`config.mk`:
```
export PLATFORM = sky130hd
export DESIGN_NAME = alu_cmd_feeder
export DESIGN_NICKNAME = d
export VERILOG_FILES = /design/src/rtl/alu_cmd_feeder.sv
export SDC_FILE = /design/constraint.sdc
export NUM_CORES = 1
export LEC_CHECK = 0
export CORE_MARGIN = 3
export CORE_UTILIZATION = 30
export DETAILED_ROUTE_END_ITERATION = 12
export MAX_ROUTING_LAYER = met4
export SYNTH_ARGS = -nofsm -noshare
export SYNTH_HDL_FRONTEND = slang
export SYNTH_SLANG_ARGS = --single-unit
```
`constraint.sdc`:
```
create_clock -name clk -period 2.6 [get_ports clk]
set_clock_uncertainty 0.1 [all_clocks]
set_input_delay 0.78 -clock clk [delete_from_list [all_inputs] [get_ports clk]]
set_output_delay 0.78 -clock clk [all_outputs]
set_load 0.03 [all_outputs]
```
`src/rtl/alu_cmd_feeder.sv`:
```
// Command FIFO in front of the 4-bit ALU: buffers {select, A, B} commands and
// holds each on the ALU inputs for HOLD clocks, flagging the cycle its result is stable.
module alu_cmd_feeder #(
    parameter int DEPTH = 4,
    parameter int HOLD  = 2,
    parameter int CW    = 8
) (
    input  logic                     clk,
    input  logic                     res,
    input  logic                     in_valid,
    output logic                     in_ready,
    input  logic [3:0]               in_a,
    input  logic [3:0]               in_b,
    input  logic [4:0]               in_sel,
    output logic [3:0]               A,
    output logic [3:0]               B,
    output logic [4:0]               select,
    output logic                     issue_valid,
    output logic                     res_valid,
    output logic [$clog2(DEPTH):0]   count,
    output logic [CW-1:0]            issued
);

    localparam int AW = $clog2(DEPTH);
    localparam int HW = $clog2(HOLD);
    localparam logic [AW:0]   FULL      = (AW+1)'(DEPTH);
    localparam logic [HW-1:0] HOLD_LAST = HW'(HOLD - 1);

    typedef enum logic {IDLE, DRIVE} state_t;

    state_t          state, state_nx;
    logic [12:0]     mem [DEPTH];
    logic [AW-1:0]   wr_ptr, rd_ptr;
    logic [HW-1:0]   hold_cnt;
    logic            push, pop, done;

    // in_ready looks only at registered occupancy, so a full FIFO never accepts
    // even when a pop happens in the same cycle.
    assign in_ready = (count != FULL);
    assign push     = in_valid && in_ready && !res;
    assign done     = (state == DRIVE) && (hold_cnt == '0);
    assign pop      = ((state == IDLE) || done) && (count != '0);

    always_ff @(posedge clk) begin
        if (res) state <= IDLE;
        else     state <= state_nx;
    end

    always_comb begin
        state_nx = state;
        case (state)
            IDLE:    if (count != '0) state_nx = DRIVE;
            DRIVE:   if (done)        state_nx = (count != '0) ? DRIVE : IDLE;
            default: state_nx = IDLE;
        endcase
    end

    always_comb begin
        issue_valid = (state == DRIVE);
        res_valid   = done;
    end

    always_ff @(posedge clk) begin
        if (push) mem[wr_ptr] <= {in_sel, in_a, in_b};
    end

    always_ff @(posedge clk) begin
        if (res) begin
            wr_ptr   <= '0;
            rd_ptr   <= '0;
            count    <= '0;
            hold_cnt <= '0;
            A        <= '0;
            B        <= '0;
            select   <= '0;
            issued   <= '0;
        end else begin
            if (push) wr_ptr <= wr_ptr + 1'b1;
            case ({push, pop})
                2'b10:   count <= count + 1'b1;
                2'b01:   count <= count - 1'b1;
                default: count <= count;
            endcase
            // Back-to-back issue: a pop on the finishing edge reloads without a bubble.
            if (pop) begin
                {select, A, B} <= mem[rd_ptr];
                rd_ptr         <= rd_ptr + 1'b1;
                hold_cnt       <= HOLD_LAST;
            end else if (done) begin
                {select, A, B} <= '0;
            end else if (hold_cnt != '0) begin
                hold_cnt <= hold_cnt - 1'b1;
            end
            if (done) issued <= issued + 1'b1;
        end
    end

endmodule
```
==> results.txt, run 1 <==
The flow ran to the end, and the final reports show no timing, DRC or antenna violations. The layout overhead on the synthesized area is 28.9%. The root buffer selected by CTS is clkbuf_8. The storage element area is 2200 µm². In this run the worst path has a maximum fanout of 8. Synthesis inferred 84 register bits. The routed wirelength normalized by instance count is 15.1 µm. After synthesis, the cell types taking the most area are edfxtp_1, dfxtp_1, mux4_2. The via count of the first global-routing pass is 1900. The path class of the tightest hold or removal check is reg2reg. The global-route wire length before repair came out at 9770 µm. The H-tree generated during clock tree synthesis spans 3 levels.

Wire segments on met2 add up to roughly 3100 µm in the final route. STA classifies the critical path endpoint as a primary output. The number of max-cap violations came out at 0. The first-pass iteration count of the detailed router came out at 4.

Data on the critical path arrives at its endpoint at approximately 1.6 ns. The max-slew violation count is 0. For this run, the leading register cell type out of synthesis is edfxtp_1. Wire segments on met3 add up to 211 µm in the final route. The count of mapped cells out of synthesis came out at 198. The number of standard cells in the final layout excluding fillers is slightly below 400. The largest area contributor in the netlist is edfxtp_1. Summed over all layers, the routed wires come to about 6000 µm. Clock latency on the worst-skew pair, taken at its later pin, is 0.35 ns. The highest layer touched by signal routing is met4.

The die extent in x came out at 109 µm. The post-CTS setup buffer count came out at 0. The wire-length estimate of the detail-placed layout is 3870 µm. 0 antenna diodes ended up in the layout. The category of the worst setup path launch point is a register. The number of warnings printed during yosys synthesis is 0. The synthesized area per cell came out at 16.1 µm². Pin placement for this block handled 43 I/O pins. The final design utilization is 0.408. In this run the static leakage power is roughly 1.4 nW. The top cell type's share of synthesized area is 0.491. The TritonCTS buffer count is 9. The critical path is of the reg2out type. The register clock-pin slew on the reported worst setup and hold paths came out at 0.09 ns. The number of distinct library cells after synthesis is 35. For this configuration, the core starts out at a cell density of 0.317.

The number of endpoints with negative hold slack in the final report came out at 0. Of the synthesized area, sequential elements account for 0.692. The net count reported at finish came out at 283. The netlist area before placement came out at ~3200 µm². The total number of vias came out at roughly 1.8k.

During placement, the flow inserted port buffers numbering 42. The worst path required time came out at 1.72 ns. Of all flip-flops after synthesis, the portion carrying an async set or reset was 0.

The fmax came out at 406 MHz. The TritonCTS sink count is 84. In the final routing, the length of wire on met1 measures between 2000 and 3000 µm. Of the cells placed in the final design, the portion with a size suffix greater than 1 is 0.204.

The remaining number of nets flagged by the antenna check after routing is 0. The area of the core region came out at around 10000 µm². The highest ir drop seen on vdd is 0.287 mV. The routability congestion estimate came out at 0.697.

The area of the multi-input gates came out at 930 µm². The number of vias per cell after detailed routing came out at 4.59. The count of flip-flops with a built-in enable after synthesis is 52. The number of placed instances, taps included, is 382. The clock tree buffer depth is 2. The total of fill cells in the finished design came out at 940.

The number of nets produced by synthesis is 221. The worst slew margin relative to its limit is 0.554. Entering global routing, the biggest net connects 22 pins.

Dividing the final minimum period by the clock period gives 0.948. Sorting the synthesized cells by how often they occur yields edfxtp_1, dfxtp_1, a22o_1, mux4_2, a21oi_1. The total congestion overflow came out at 0. After the first detailed-routing iteration, the DRC count stood at 116.

The final count of negative-setup-slack endpoints is 0. The post-route minimum period is 2.46 ns. The power per standard cell area is 984 nW/µm². In the global route stage, overall resource usage came out at 0.115. From bottom edge to top edge, the die measures about 110 µm. The number of placement rows is 36. The slew at the pin closest to its max-slew limit is 0.667 ns. The area enclosed by the die boundary is approximately 12000 µm².

Setup repair after global routing left no endpoint under its margin. The number of antenna violations at the first check in global routing is 0. The DRC violations left came out at 0. TritonCTS built the clock tree. The leading cell type by number of instances after synthesis is edfxtp_1.
[power breakdown]
part	internal [W]	total [W]	switching, W	leakage (nW)
logic	0.000687	0.00143	0.000742	0.568
clock network	0.000370	0.000876	0.000506	0.0943
registers	0.00160	0.00173	0.000128	0.734
total	0.00266	0.00403	0.00138	1.40
[per-stage QoR]
step / power, W / TNS [ns] / hold WS (ns) / setup slack, ns / instance area [µm²]
after detailed placement: 0.00320 / -0.403 / 0.366 / -0.341 / 3900
after global placement: 0.00317 / -0.323 / 0.359 / -0.305 / 3900
after floorplan: 0.00265 / 0 / 0.353 / 0.0329 / 3190
after CTS: 0.00408 / 0 / 0.389 / 0.0396 / 4090
after global routing: 0.00428 / 0 / 0.403 / 0.0201 / 4100
final: 0.00403 / 0 / 0.379 / 0.136 / 4100
[worst paths after layout]
path                                  start        end  slack (ns)  cells after the start
worst min register to register         A[2]       A[2]        0.38                      1
worst max-delay path            issue_valid  res_valid        0.14                      3
worst max register to register  issue_valid   count[2]        0.50                      7
worst min-delay path                   A[2]       A[2]        0.38                      1
[flip-flops by register name (all words and copies together), names as in the netlist, named ones only]
| name | cells |
|---|---|
| count | 3 |
| select | 5 |
| A | 4 |
| rd_ptr | 2 |
| wr_ptr | 2 |
| B | 4 |
| issued | 8 |
| hold_cnt | 1 |
| mem | 52 |
| issue_valid | 1 |
[placed cells by master, fill, tap and decap left out, types with 2 or more instances in the layout]
| cell type | netlist | routed |
|---|---|---|
| a21oi_1 | 11 | 10 |
| a22o_1 | 13 | 13 |
| and2_1 | 5 | 5 |
| buf_12 | 0 | 4 |
| buf_4 | 1 | 11 |
| clkbuf_8 | 0 | 9 |
| clkdlybuf4s50_1 | 0 | 39 |
| clkinv_4 | 0 | 2 |
| dfxtp_1 | 32 | 32 |
| dlygate4sd2_1 | 0 | 2 |
| edfxtp_1 | 52 | 52 |
| ha_1 | 6 | 5 |
| inv_1 | 8 | 7 |
| inv_6 | 0 | 2 |
| inv_8 | 0 | 2 |
| mux4_2 | 13 | 13 |
| nand2_1 | 6 | 6 |
| nand3_1 | 5 | 5 |
| nor2_1 | 7 | 7 |
| nor2b_1 | 2 | 2 |
| nor3_2 | 2 | 3 |
| nor4_1 | 2 | 2 |
| o21ai_0 | 6 | 6 |
| o31ai_1 | 2 | 2 |
| or3_1 | 4 | 4 |
| or4_1 | 2 | 2 |
| xnor2_1 | 2 | 2 |
| xor2_1 | 2 | 2 |
[routing by layer]
metal | vias to the layer above | track usage
li1 | 889 | -
met1 | 906 | 0.137
met2 | 27 | 0.180
met3 | 4 | 0.0337
met4 | 0 | 0.0514
met5 | - | -
[critical path, stage by stage, from the launching register on]
cell,delay [ns]
dfxtp_1,0.45
nand2b_1,0.22
inv_1,0.15
dlygate4sd2_1,0.41
[cell families after synthesis]
family | count (synthesis) | share of synthesized area
multiplexers | 16 | 0.102
XOR/XNOR | 4 | 0.0110
AND/OR/NAND/NOR | 40 | 0.0716
adder cells (fa/ha/maj) | 7 | 0.0299
flip-flops | 84 | 0.692
AO/OA/AOI/OAI | 33 | 0.0724
buffers and inverters | 14 | 0.0205
[cell type report]
class,instances,share of cell area
flip-flops and latches,84,0.537
multi-input cells,100,0.227
repair buffers,57,0.142
well taps,133,0.0406
clock buffers,9,0.0302
clock inverters,7,0.0159
inverters,8,0.00732
[repair_timing]
action | CTS | global route
gates cloned | 0 | 0
resized for setup | 3 | 4
hold buffers | 0 | 0
pin swaps | 0 | 2
setup endpoints to repair | 2 | 1
No activity file was read; power rests on OpenSTA's default activity.
==> run 2: changes to the inputs <==
Settings changed: ABC_CLOCK_PERIOD_IN_PS set to 2600.
==> results of run 2 <==
Same layout as run 1: the final DEF is identical, and so are final timing and power.
